## config.mk

```make
export PLATFORM = sky130hd
export DESIGN_NAME = uart_dummy_link
export DESIGN_NICKNAME = d
export VERILOG_FILES = /design/src/rtl/uart_dummy_pkg.sv /design/src/rtl/dummy_fifo.sv /design/src/rtl/uart_dummy_link.sv
export SDC_FILE = /design/constraint.sdc
export NUM_CORES = 1
export LEC_CHECK = 0
export CAP_MARGIN = 20
export CORE_MARGIN = 5
export CORE_UTILIZATION = 28
export CTS_BUF_LIST = sky130_fd_sc_hd__clkbuf_8 sky130_fd_sc_hd__clkbuf_16
export DETAILED_ROUTE_END_ITERATION = 12
export HOLD_SLACK_MARGIN = 0.08
export PLACE_DENSITY = 0.48
export SYNTH_ARGS = -nofsm -noshare
export SYNTH_HDL_FRONTEND = slang
export SYNTH_SLANG_ARGS = --single-unit
```

## constraint.sdc

```tcl
create_clock -name clk -period 3.4 [get_ports clk]
set_clock_uncertainty 0.05 [all_clocks]
set_input_delay 0.68 -clock clk [delete_from_list [all_inputs] [get_ports clk]]
set_output_delay 0.68 -clock clk [all_outputs]
set_load 0.005 [all_outputs]
```

## src/rtl/uart_dummy_pkg.sv

```systemverilog
// Shared types for the word-level UART stand-in.
// State encodings and drop-counter width.
package uart_dummy_pkg;

  typedef enum logic {
    TX_IDLE,
    TX_BUSY
  } tx_state_t;

  typedef enum logic {
    RX_GAP,
    RX_WAIT
  } rx_state_t;

  localparam int DROP_W = 16;

endpackage

```

## src/rtl/dummy_fifo.sv

```systemverilog
// First-word fall-through FIFO with occupancy count.
// Fullness is judged on the pre-edge count.
module dummy_fifo #(
  parameter int WIDTH = 8,
  parameter int DEPTH = 16
) (
  input  logic                   clk,
  input  logic                   rst,
  input  logic                   push,
  input  logic                   pop,
  input  logic [WIDTH-1:0]       din,
  output logic [WIDTH-1:0]       dout,
  output logic                   full,
  output logic                   empty,
  output logic [$clog2(DEPTH):0] count
);

  localparam int AW = $clog2(DEPTH);
  localparam logic [AW:0] FULL_CNT = (AW+1)'(DEPTH);

  logic [WIDTH-1:0] mem_q [DEPTH];
  logic [AW-1:0]    wr_q, wr_d;
  logic [AW-1:0]    rd_q, rd_d;
  logic [AW:0]      cnt_q, cnt_d;
  logic             push_ok, pop_ok;

  assign full    = (cnt_q == FULL_CNT);
  assign empty   = (cnt_q == '0);
  assign count   = cnt_q;
  assign push_ok = push && !full;
  assign pop_ok  = pop && !empty;
  assign dout    = empty ? '0 : mem_q[rd_q];

  always_comb begin
    wr_d  = wr_q + AW'(push_ok);
    rd_d  = rd_q + AW'(pop_ok);
    cnt_d = cnt_q;
    unique case ({push_ok, pop_ok})
      2'b10:   cnt_d = cnt_q + 1'b1;
      2'b01:   cnt_d = cnt_q - 1'b1;
      default: cnt_d = cnt_q;
    endcase
  end

  always_ff @(posedge clk) begin
    if (rst) begin
      wr_q  <= '0;
      rd_q  <= '0;
      cnt_q <= '0;
    end else begin
      wr_q  <= wr_d;
      rd_q  <= rd_d;
      cnt_q <= cnt_d;
    end
  end

  always_ff @(posedge clk) begin
    if (push_ok) mem_q[wr_q] <= din;
  end

endmodule

```

## src/rtl/uart_dummy_link.sv

```systemverilog
// Cycle-deterministic word-level UART stand-in for core simulation.
// Source FIFO feeds rx; tx commits to capture FIFO or loops back.
module uart_dummy_link
  import uart_dummy_pkg::*;
#(
  parameter int DATA_W    = 8,
  parameter int TX_CYCLES = 20,
  parameter int RX_GAP    = 31,
  parameter int SRC_DEPTH = 16,
  parameter int CAP_DEPTH = 16
) (
  input  logic                       clk,
  input  logic                       rst,
  input  logic [DATA_W-1:0]          txdata,
  input  logic                       tx_start,
  output logic                       tx_busy,
  output logic                       txd,
  output logic [DATA_W-1:0]          rdata,
  output logic                       rx_ready,
  output logic                       ferr,
  input  logic                       loopback,
  input  logic                       src_push,
  input  logic [DATA_W-1:0]          src_data,
  input  logic                       src_ferr,
  output logic                       src_full,
  input  logic                       cap_pop,
  output logic [DATA_W-1:0]          cap_data,
  output logic                       cap_valid,
  output logic [$clog2(CAP_DEPTH):0] cap_count,
  output logic [DROP_W-1:0]          tx_drops
);

  localparam int TCW = $clog2(TX_CYCLES) + 1;
  localparam int RCW = $clog2(RX_GAP + 1) + 1;
  localparam int SCW = $clog2(SRC_DEPTH) + 1;

  tx_state_t         tx_state_q, tx_state_d;
  logic [TCW-1:0]    tx_cnt_q, tx_cnt_d;
  logic [DATA_W-1:0] tx_word_q, tx_word_d;
  logic              tx_busy_q, tx_busy_d;
  logic [DROP_W-1:0] drops_q, drops_d;

  rx_state_t         rx_state_q, rx_state_d;
  logic [RCW-1:0]    gap_q, gap_d;
  logic [DATA_W-1:0] rdata_q, rdata_d;
  logic              ferr_q, ferr_d;
  logic              rx_ready_q, rx_ready_d;

  logic              commit, dest_full, deliver;
  logic              src_wr, src_full_w, src_empty;
  logic [DATA_W:0]   src_din, src_dout;
  logic [SCW-1:0]    src_count;
  logic              cap_wr, cap_full, cap_empty;

  assign commit    = (tx_state_q == TX_BUSY) &&
                     (tx_cnt_q == TCW'(TX_CYCLES - 1));
  assign dest_full = loopback ? src_full_w : cap_full;
  assign src_wr    = loopback ? commit : src_push;
  assign src_din   = loopback ? {1'b0, tx_word_q}
                              : {src_ferr, src_data};
  assign cap_wr    = commit && !loopback;
  assign deliver   = (rx_state_q == RX_WAIT) && !src_empty;

  always_comb begin
    tx_state_d = tx_state_q;
    tx_cnt_d   = tx_cnt_q;
    tx_word_d  = tx_word_q;
    drops_d    = drops_q;
    unique case (tx_state_q)
      TX_IDLE: begin
        if (tx_start) begin
          tx_state_d = TX_BUSY;
          tx_cnt_d   = '0;
          tx_word_d  = txdata;
        end
      end
      TX_BUSY: begin
        tx_cnt_d = tx_cnt_q + TCW'(1);
        if (commit) begin
          tx_state_d = TX_IDLE;
          if (dest_full && drops_q != '1)
            drops_d = drops_q + DROP_W'(1);
        end
      end
      default: tx_state_d = TX_IDLE;
    endcase
    tx_busy_d = (tx_state_d == TX_BUSY);
  end

  always_comb begin
    rx_state_d = rx_state_q;
    gap_d      = gap_q;
    rdata_d    = rdata_q;
    ferr_d     = ferr_q;
    rx_ready_d = 1'b0;
    unique case (rx_state_q)
      uart_dummy_pkg::RX_GAP: begin
        if (gap_q == RCW'(RX_GAP)) rx_state_d = RX_WAIT;
        else gap_d = gap_q + RCW'(1);
      end
      RX_WAIT: begin
        if (deliver) begin
          rx_state_d = uart_dummy_pkg::RX_GAP;
          gap_d      = '0;
          rdata_d    = src_dout[DATA_W-1:0];
          ferr_d     = src_dout[DATA_W];
          rx_ready_d = 1'b1;
        end
      end
      default: rx_state_d = uart_dummy_pkg::RX_GAP;
    endcase
  end

  always_ff @(posedge clk) begin
    if (rst) begin
      tx_state_q <= TX_IDLE;
      tx_cnt_q   <= '0;
      tx_word_q  <= '0;
      tx_busy_q  <= 1'b0;
      drops_q    <= '0;
      rx_state_q <= uart_dummy_pkg::RX_GAP;
      gap_q      <= '0;
      rdata_q    <= '0;
      ferr_q     <= 1'b0;
      rx_ready_q <= 1'b0;
    end else begin
      tx_state_q <= tx_state_d;
      tx_cnt_q   <= tx_cnt_d;
      tx_word_q  <= tx_word_d;
      tx_busy_q  <= tx_busy_d;
      drops_q    <= drops_d;
      rx_state_q <= rx_state_d;
      gap_q      <= gap_d;
      rdata_q    <= rdata_d;
      ferr_q     <= ferr_d;
      rx_ready_q <= rx_ready_d;
    end
  end

  dummy_fifo #(
    .WIDTH(DATA_W + 1),
    .DEPTH(SRC_DEPTH)
  ) u_src (
    .clk  (clk),
    .rst  (rst),
    .push (src_wr),
    .pop  (deliver),
    .din  (src_din),
    .dout (src_dout),
    .full (src_full_w),
    .empty(src_empty),
    .count(src_count)
  );

  dummy_fifo #(
    .WIDTH(DATA_W),
    .DEPTH(CAP_DEPTH)
  ) u_cap (
    .clk  (clk),
    .rst  (rst),
    .push (cap_wr),
    .pop  (cap_pop),
    .din  (tx_word_q),
    .dout (cap_data),
    .full (cap_full),
    .empty(cap_empty),
    .count(cap_count)
  );

  assign tx_busy   = tx_busy_q;
  assign txd       = 1'b1;
  assign rdata     = rdata_q;
  assign ferr      = ferr_q;
  assign rx_ready  = rx_ready_q;
  assign src_full  = (src_count == SCW'(SRC_DEPTH));
  assign cap_valid = !cap_empty;
  assign tx_drops  = drops_q;

endmodule

```

Word-level counts from Yosys, hierarchy flattened --
Memory sizes are Yosys's and may differ from the RTL's. A register that Yosys moved wholly into a read port is not among the register bits. Index checks and enable logic that the tools add are counted.
Word-level totals: register bits 65, memory bits (writable) 272, memories 2
Cells by class: add/sub/neg operators 11, equality and inequality tests 12, muxes and demuxes 23, bitwise operators 2, reductions and logical operators 22
Memory list:
- u_src.mem_q | depth 16, bits a word 9, rd ports 1, clocked after Yosys merged registers in 1, wr ports 1, RTL line dummy_fifo.sv:21 | logic [WIDTH-1:0] mem_q [DEPTH];
- u_cap.mem_q | depth 16, bits a word 8, rd ports 1, clocked after Yosys merged registers in 1, wr ports 1, RTL line dummy_fifo.sv:21
Operators by type and width (number):
- $pmux W6 S2 | 2
- $pmux W5 S2 | 2
- $mux W6 | 3
- $add A16 B1 Y16 const B | 1
- $add A4 B1 Y4 | 4
- $ne A16 B16 Y1 const B | 1
- $add A6 B1 Y6 const B | 2
- $eq A6 B5 Y1 const B | 2
- $mux W1 | 11
- $add A5 B1 Y5 const B | 2
- $eq A5 B5 Y1 const B | 2
- $logic_not A5 Y1 | 2
- $sub A5 B1 Y5 const B | 2
- $mux W9 | 1
- $logic_and A1 B1 Y1 | 8
- $mux W8 | 1
- $reduce_and A2 Y1 | 3
- $logic_not A1 Y1 | 5
- $eq A2 B1 Y1 const B | 2
- $eq A2 B2 Y1 const B | 2
- $mux W4 | 1
- $ne A2 B2 Y1 const B | 2
- $pmux W1 S2 | 2
- $reduce_bool A2 Y1 | 2
- other kinds (4) | 5

Depth between registers and ports, before layout --
depth after elaboration 6, gate-level depth with buffers 15, depth with buffers taken out 13

Hierarchy --
A second synthesis with hierarchy kept.
Second synthesis, totals: cells, all modules 927, area total of the unflattened synthesis 14545.2 µm²
Modules (own cells, without submodules):
- dummy_fifo at u_src | times used 1, cells an instance 338, area each 6449.9 µm², sequential area each 4584.4 µm²
- dummy_fifo at u_cap | times used 1, cells an instance 314, area each 5836.8 µm², sequential area each 4103.9 µm²
- uart_dummy_link | times used 1, cells an instance 275, area each 2258.4 µm², sequential area each 960.9 µm²

Worst setup path before layout --
OpenSTA, ideal clock, no wires.
path type reg-to-reg, from register u_src.cnt_q[1], in the netlist u_src.count[1], to register u_src.cnt_q[4], in the netlist u_src.count[4], library setup time 0.121 ns, arrival 3.250 ns, data required time 3.229 ns, path slack -0.020 ns, stages on the path, launching flop included 16, buffers on the path 4, period minus slack after synthesis 3.420 ns, cells stage by stage dfxtp_1 buf_2 or4_1 o21ai_2 inv_1 buf_2 buf_2 ha_1 clkbuf_1 xor2_1 ha_1 a211o_1 nand2_1 nand3b_1 a31oi_1 mux2_2
Between the ends: longest elaborated chain between the ends 6, elaborated cells between the ends (all ways) 13
RTL lines:
- from (decl) | RTL line dummy_fifo.sv:24 | logic [AW:0] cnt_q, cnt_d;
- from (signal assigned) | RTL line dummy_fifo.sv:53 | cnt_q <= cnt_d;
- $logic_not A5 Y1 (*) | RTL line dummy_fifo.sv:28 | assign empty = (cnt_q == '0);
- $logic_not A1 Y1 (*) | RTL line uart_dummy_link.sv:62 | assign deliver = (rx_state_q == RX_WAIT) && !src_empty;
- $logic_and A1 B1 Y1 (*) | RTL line uart_dummy_link.sv:62
- net deliver | RTL line uart_dummy_link.sv:49 | logic commit, dest_full, deliver;
- $logic_and A1 B1 Y1 (*) | RTL line dummy_fifo.sv:31 | assign pop_ok = pop && !empty;
- $eq A2 B1 Y1 / $eq A2 B2 Y1 (equally long branches) | RTL line dummy_fifo.sv:38 | unique case ({push_ok, pop_ok})
- $pmux W5 S2 / $reduce_bool A2 Y1 (equally long branches)
Mark *: on every way through the listed nets, which the timed path passes. The rest lies on a longest branch. A chain may end at the register's enable or synchronous reset.

==> metrics.md <==
| Metric | Value |
|---|---|
| CTS Hold Bufs | `0` |
| Slew at the pin closest to its max-slew limit | `0.817 ns` |
| Worst setup EP type | `primary output` |
| CTS Sinks | `346` |
| HPWL Detailed | `21.1 mm` |
| Final Cycle Share | `96.5%` |
| Placement Rows | `82` |
| GRT Total Usage | `11.8%` |
| Hold Path Class | `flop to flop` |
| Post-synthesis mux area share | `14.4%` |
| Main combinational cell family by area after synthesis | `multiplexers` |
| EDFF count, synth | `272` |
| CP required | `2.67 ns` |
| Drt drc | `0` |
| Core ar. | `0.0500 mm^2` |
| Final setup TNS | `0 ns` |
| Worst skew pair latency | `0.55 ns` |
| Synth-to-Final Area Change | `22.6%` |
| CP max FO | `6` |
| Net Count, Synth | `907` |
| XOR/XNOR Fraction of Synth Area | `1.31%` |
| Post-synthesis compound-gate area fraction | `4.17%` |
| Initial antenna violation count | `0` |
| Setup Viol. Count Final | `0` |
| Placer Congestion | `0.742` |
| Final hold vios | `0` |
| Post-Place Cells | `1615` |
| Dominant synthesized flop cell | `edfxtp_1` |
| Synth cell types | `54` |
| RSZ-0062 raised after global routing | `false` |
| Seq/Total Area, Yosys | `68.5%` |
| Most used routing layer | `met2` |
| TritonCTS Buffers | `39` |
| Met3 usage | `2.19%` |
| N_diodes | `0` |
| Simple-gate share of the synthesized area | `8.12%` |
| Global route overflow | `0` |
| Clock buffer depth | `3` |
| Peak Freq | `305 MHz` |
| Status | `complete, no violations` |
| Pleak | `5.65 nW` |
| First-pass GRT wire length | `49.1 mm` |
| Die H | `234 um` |
| PD cells | `515 mW/mm^2` |
| Mapped Cells | `865` |
| Number of I/O port buffers | `64` |
| Via count | `7708` |
| Relative slew slack | `45.4%` |
| Critical path class | `flop to primary output` |
| Routed WL | `32.0 mm` |
| Synthesized cell area | `0.0141 mm^2` |
| Final Non-Filler Cells | `1698` |
| Design area | `0.0173 mm^2` |
| Post-route setup slack | `0.117 ns` |
| Synth Area in Adders | `1.69%` |
| Syn. warnings | `0` |
| Clock Tree Root | `clkbuf_16` |
| Avg WL per Cell | `18.8 um` |
| Die width | `234 um` |
| Fin util | `34.5%` |
| GR Layer Usage met1 | `15.2%` |
| Number of global-route vias before repair | `8032` |
| TritonRoute pass-1 iters | `4` |
| Nets | `1038` |
| Layout cells sized above 1 | `23.7%` |
| I/O pin count | `66` |
| Fraction of registers with async set/reset | `0%` |
| Mapped Avg Cell Area | `16.3 um^2` |
| Crit path arrival time | `2.55 ns` |
| Initial Utilization | `28.2%` |
| Placed cell area | `0.0159 mm^2` |
| Number of synthesized register bits | `346` |
| Initial DRC count | `416` |
| Max cap viols | `0` |
| TritonCTS clock tree | `done` |
| Max IR drop VDD | `0.000348 V` |
| Pre-CTS setup slack | `-0.0282 ns` |
| Tmin final | `3.28 ns` |
| CTS clk-pin slew, worst paths | `0.06 ns` |
| Crit start category | `flop` |
| Largest net degree at the start of global routing | `48` |
| H-Tree Depth | `2` |
| Die area | `0.0549 mm^2` |
| Met2 global-route usage | `20.3%` |
| Via/cell ratio | `4.54` |
| Pins over their slew limit | `0` |
| Number of fill cells | `4787` |
| Antenna Nets Post-Route | `0` |
flip-flops by register name (all words and copies together) (netlist names), 5 cells and up:
signal	flops
gap_q	6
tx_word_q	8
u_src.count	5
u_src.mem_q	144
tx_cnt_q	6
tx_drops	16
u_cap.count	5
rdata	8
u_cap.mem_q	128
final timing paths:
path	start	depth (start not counted)	slack, ns	end
max	u_cap.rd_q[0]	6	0.12	cap_data[2]
min	rdata[3]	2	0.41	rdata[3]
max reg2reg	tx_cnt_q[2]	12	0.38	u_src.count[4]
min reg2reg	rdata[3]	2	0.41	rdata[3]
final cells by class:
type | count | area, um^2 | area share [%]
tap | 672 | 841 | 4.87
clock inverter | 25 | 184 | 1.07
inverter | 8 | 30.0 | 0.174
sequential | 346 | 9650 | 55.9
timing repair buffer | 139 | 1270 | 7.36
clock buffer | 46 | 1070 | 6.21
multi-input combinational | 462 | 4210 | 24.4
per-layer routing:
layer	wire length [um]	up-vias
met3	1090	41
li1	-	3643
met1	14100	3915
met5	0	-
met4	640	0
met2	16100	109
stage by stage:
step                power (W)  hold slack [ns]
global placement      0.00491            0.412
finish                0.00888            0.413
global route          0.00923            0.462
CTS                   0.00903            0.421
floorplan             0.00481            0.403
detailed placement    0.00492            0.414
worst max-delay path, cell delays in order (launching register included):
cell,delay (ns)
dfxtp_4,0.43
buf_12,0.14
buf_6,0.12
mux4_2,0.51
mux4_2,0.47
nor2b_4,0.14
clkdlybuf4s15_1,0.20
layout by cell type, fill, tap and decap left out, types with 5 or more instances in the layout:
| cell type | synthesis | routed |
|---|---|---|
| xnor2_1 | 5 | 5 |
| nand3_1 | 19 | 19 |
| buf_12 | 0 | 6 |
| ha_1 | 19 | 19 |
| clkbuf_16 | 0 | 39 |
| nand2b_1 | 11 | 11 |
| nand2_1 | 37 | 37 |
| nor2b_1 | 24 | 21 |
| inv_1 | 8 | 19 |
| edfxtp_1 | 272 | 272 |
| buf_2 | 11 | 5 |
| xor2_1 | 16 | 16 |
| dfxtp_1 | 74 | 72 |
| mux4_2 | 75 | 75 |
| or3_1 | 16 | 16 |
| nor2_1 | 69 | 69 |
| mux2i_1 | 19 | 19 |
| mux2_2 | 13 | 13 |
| clkdlybuf4s50_1 | 0 | 55 |
| clkinv_2 | 0 | 6 |
| nor3_1 | 13 | 13 |
| a21oi_1 | 38 | 38 |
| clkbuf_8 | 0 | 7 |
| nand3b_1 | 6 | 6 |
| nand4_1 | 6 | 6 |
| buf_4 | 2 | 65 |
| o2111ai_1 | 5 | 5 |
| o21ai_0 | 18 | 18 |
report_power, final:
part,switching (W),total (W),internal (W)
combinational,0.000120,0.000192,0.0000721
clock,0.00166,0.00406,0.00240
sequential,0.0000333,0.00463,0.00459
total,0.00182,0.00888,0.00707
cell usage after synthesis, types with 3 or more instances:
cell type  number  area share [%]
a211oi_1        4            0.21
a21oi_1        38             1.4
a22oi_1         3            0.16
and3_1          3            0.13
and4_1          4            0.25
buf_2          11            0.39
clkbuf_1       32            0.85
dfxtp_1        74              11
edfxtp_1      272              58
ha_1           19             1.7
inv_1           8            0.21
mux2_2         13             1.0
mux2i_1        19             1.4
mux4_2         75              12
nand2_1        37            0.99
nand2b_1       11            0.49
nand3_1        19            0.68
nand3b_1        6            0.32
nand4_1         6            0.27
nor2_1         69             1.8
nor2b_1        24             1.1
nor3_1         13            0.46
nor3b_1         4            0.21
o2111ai_1       5            0.31
o211a_1         3            0.21
o21ai_0        18            0.64
o22ai_1         3            0.13
o31ai_1         3            0.16
or3_1          16            0.71
xnor2_1         5            0.31
xor2_1         16             1.0
logic make-up after synthesis:
| family | count (synthesis) |
|---|---|
| xor+xnor | 21 |
| compound gates | 90 |
| buf+inv | 57 |
| fa+ha+maj | 19 |
| flops | 346 |
| mux | 107 |
| other cells | 1 |
| simple gates | 224 |
repair_timing:
action,CTS,global route
cloned,3,0
buffers inserted,10,0
endpoints found under the setup margin,8,6
resized for setup,36,4
(Power assumes the default switching activity.)
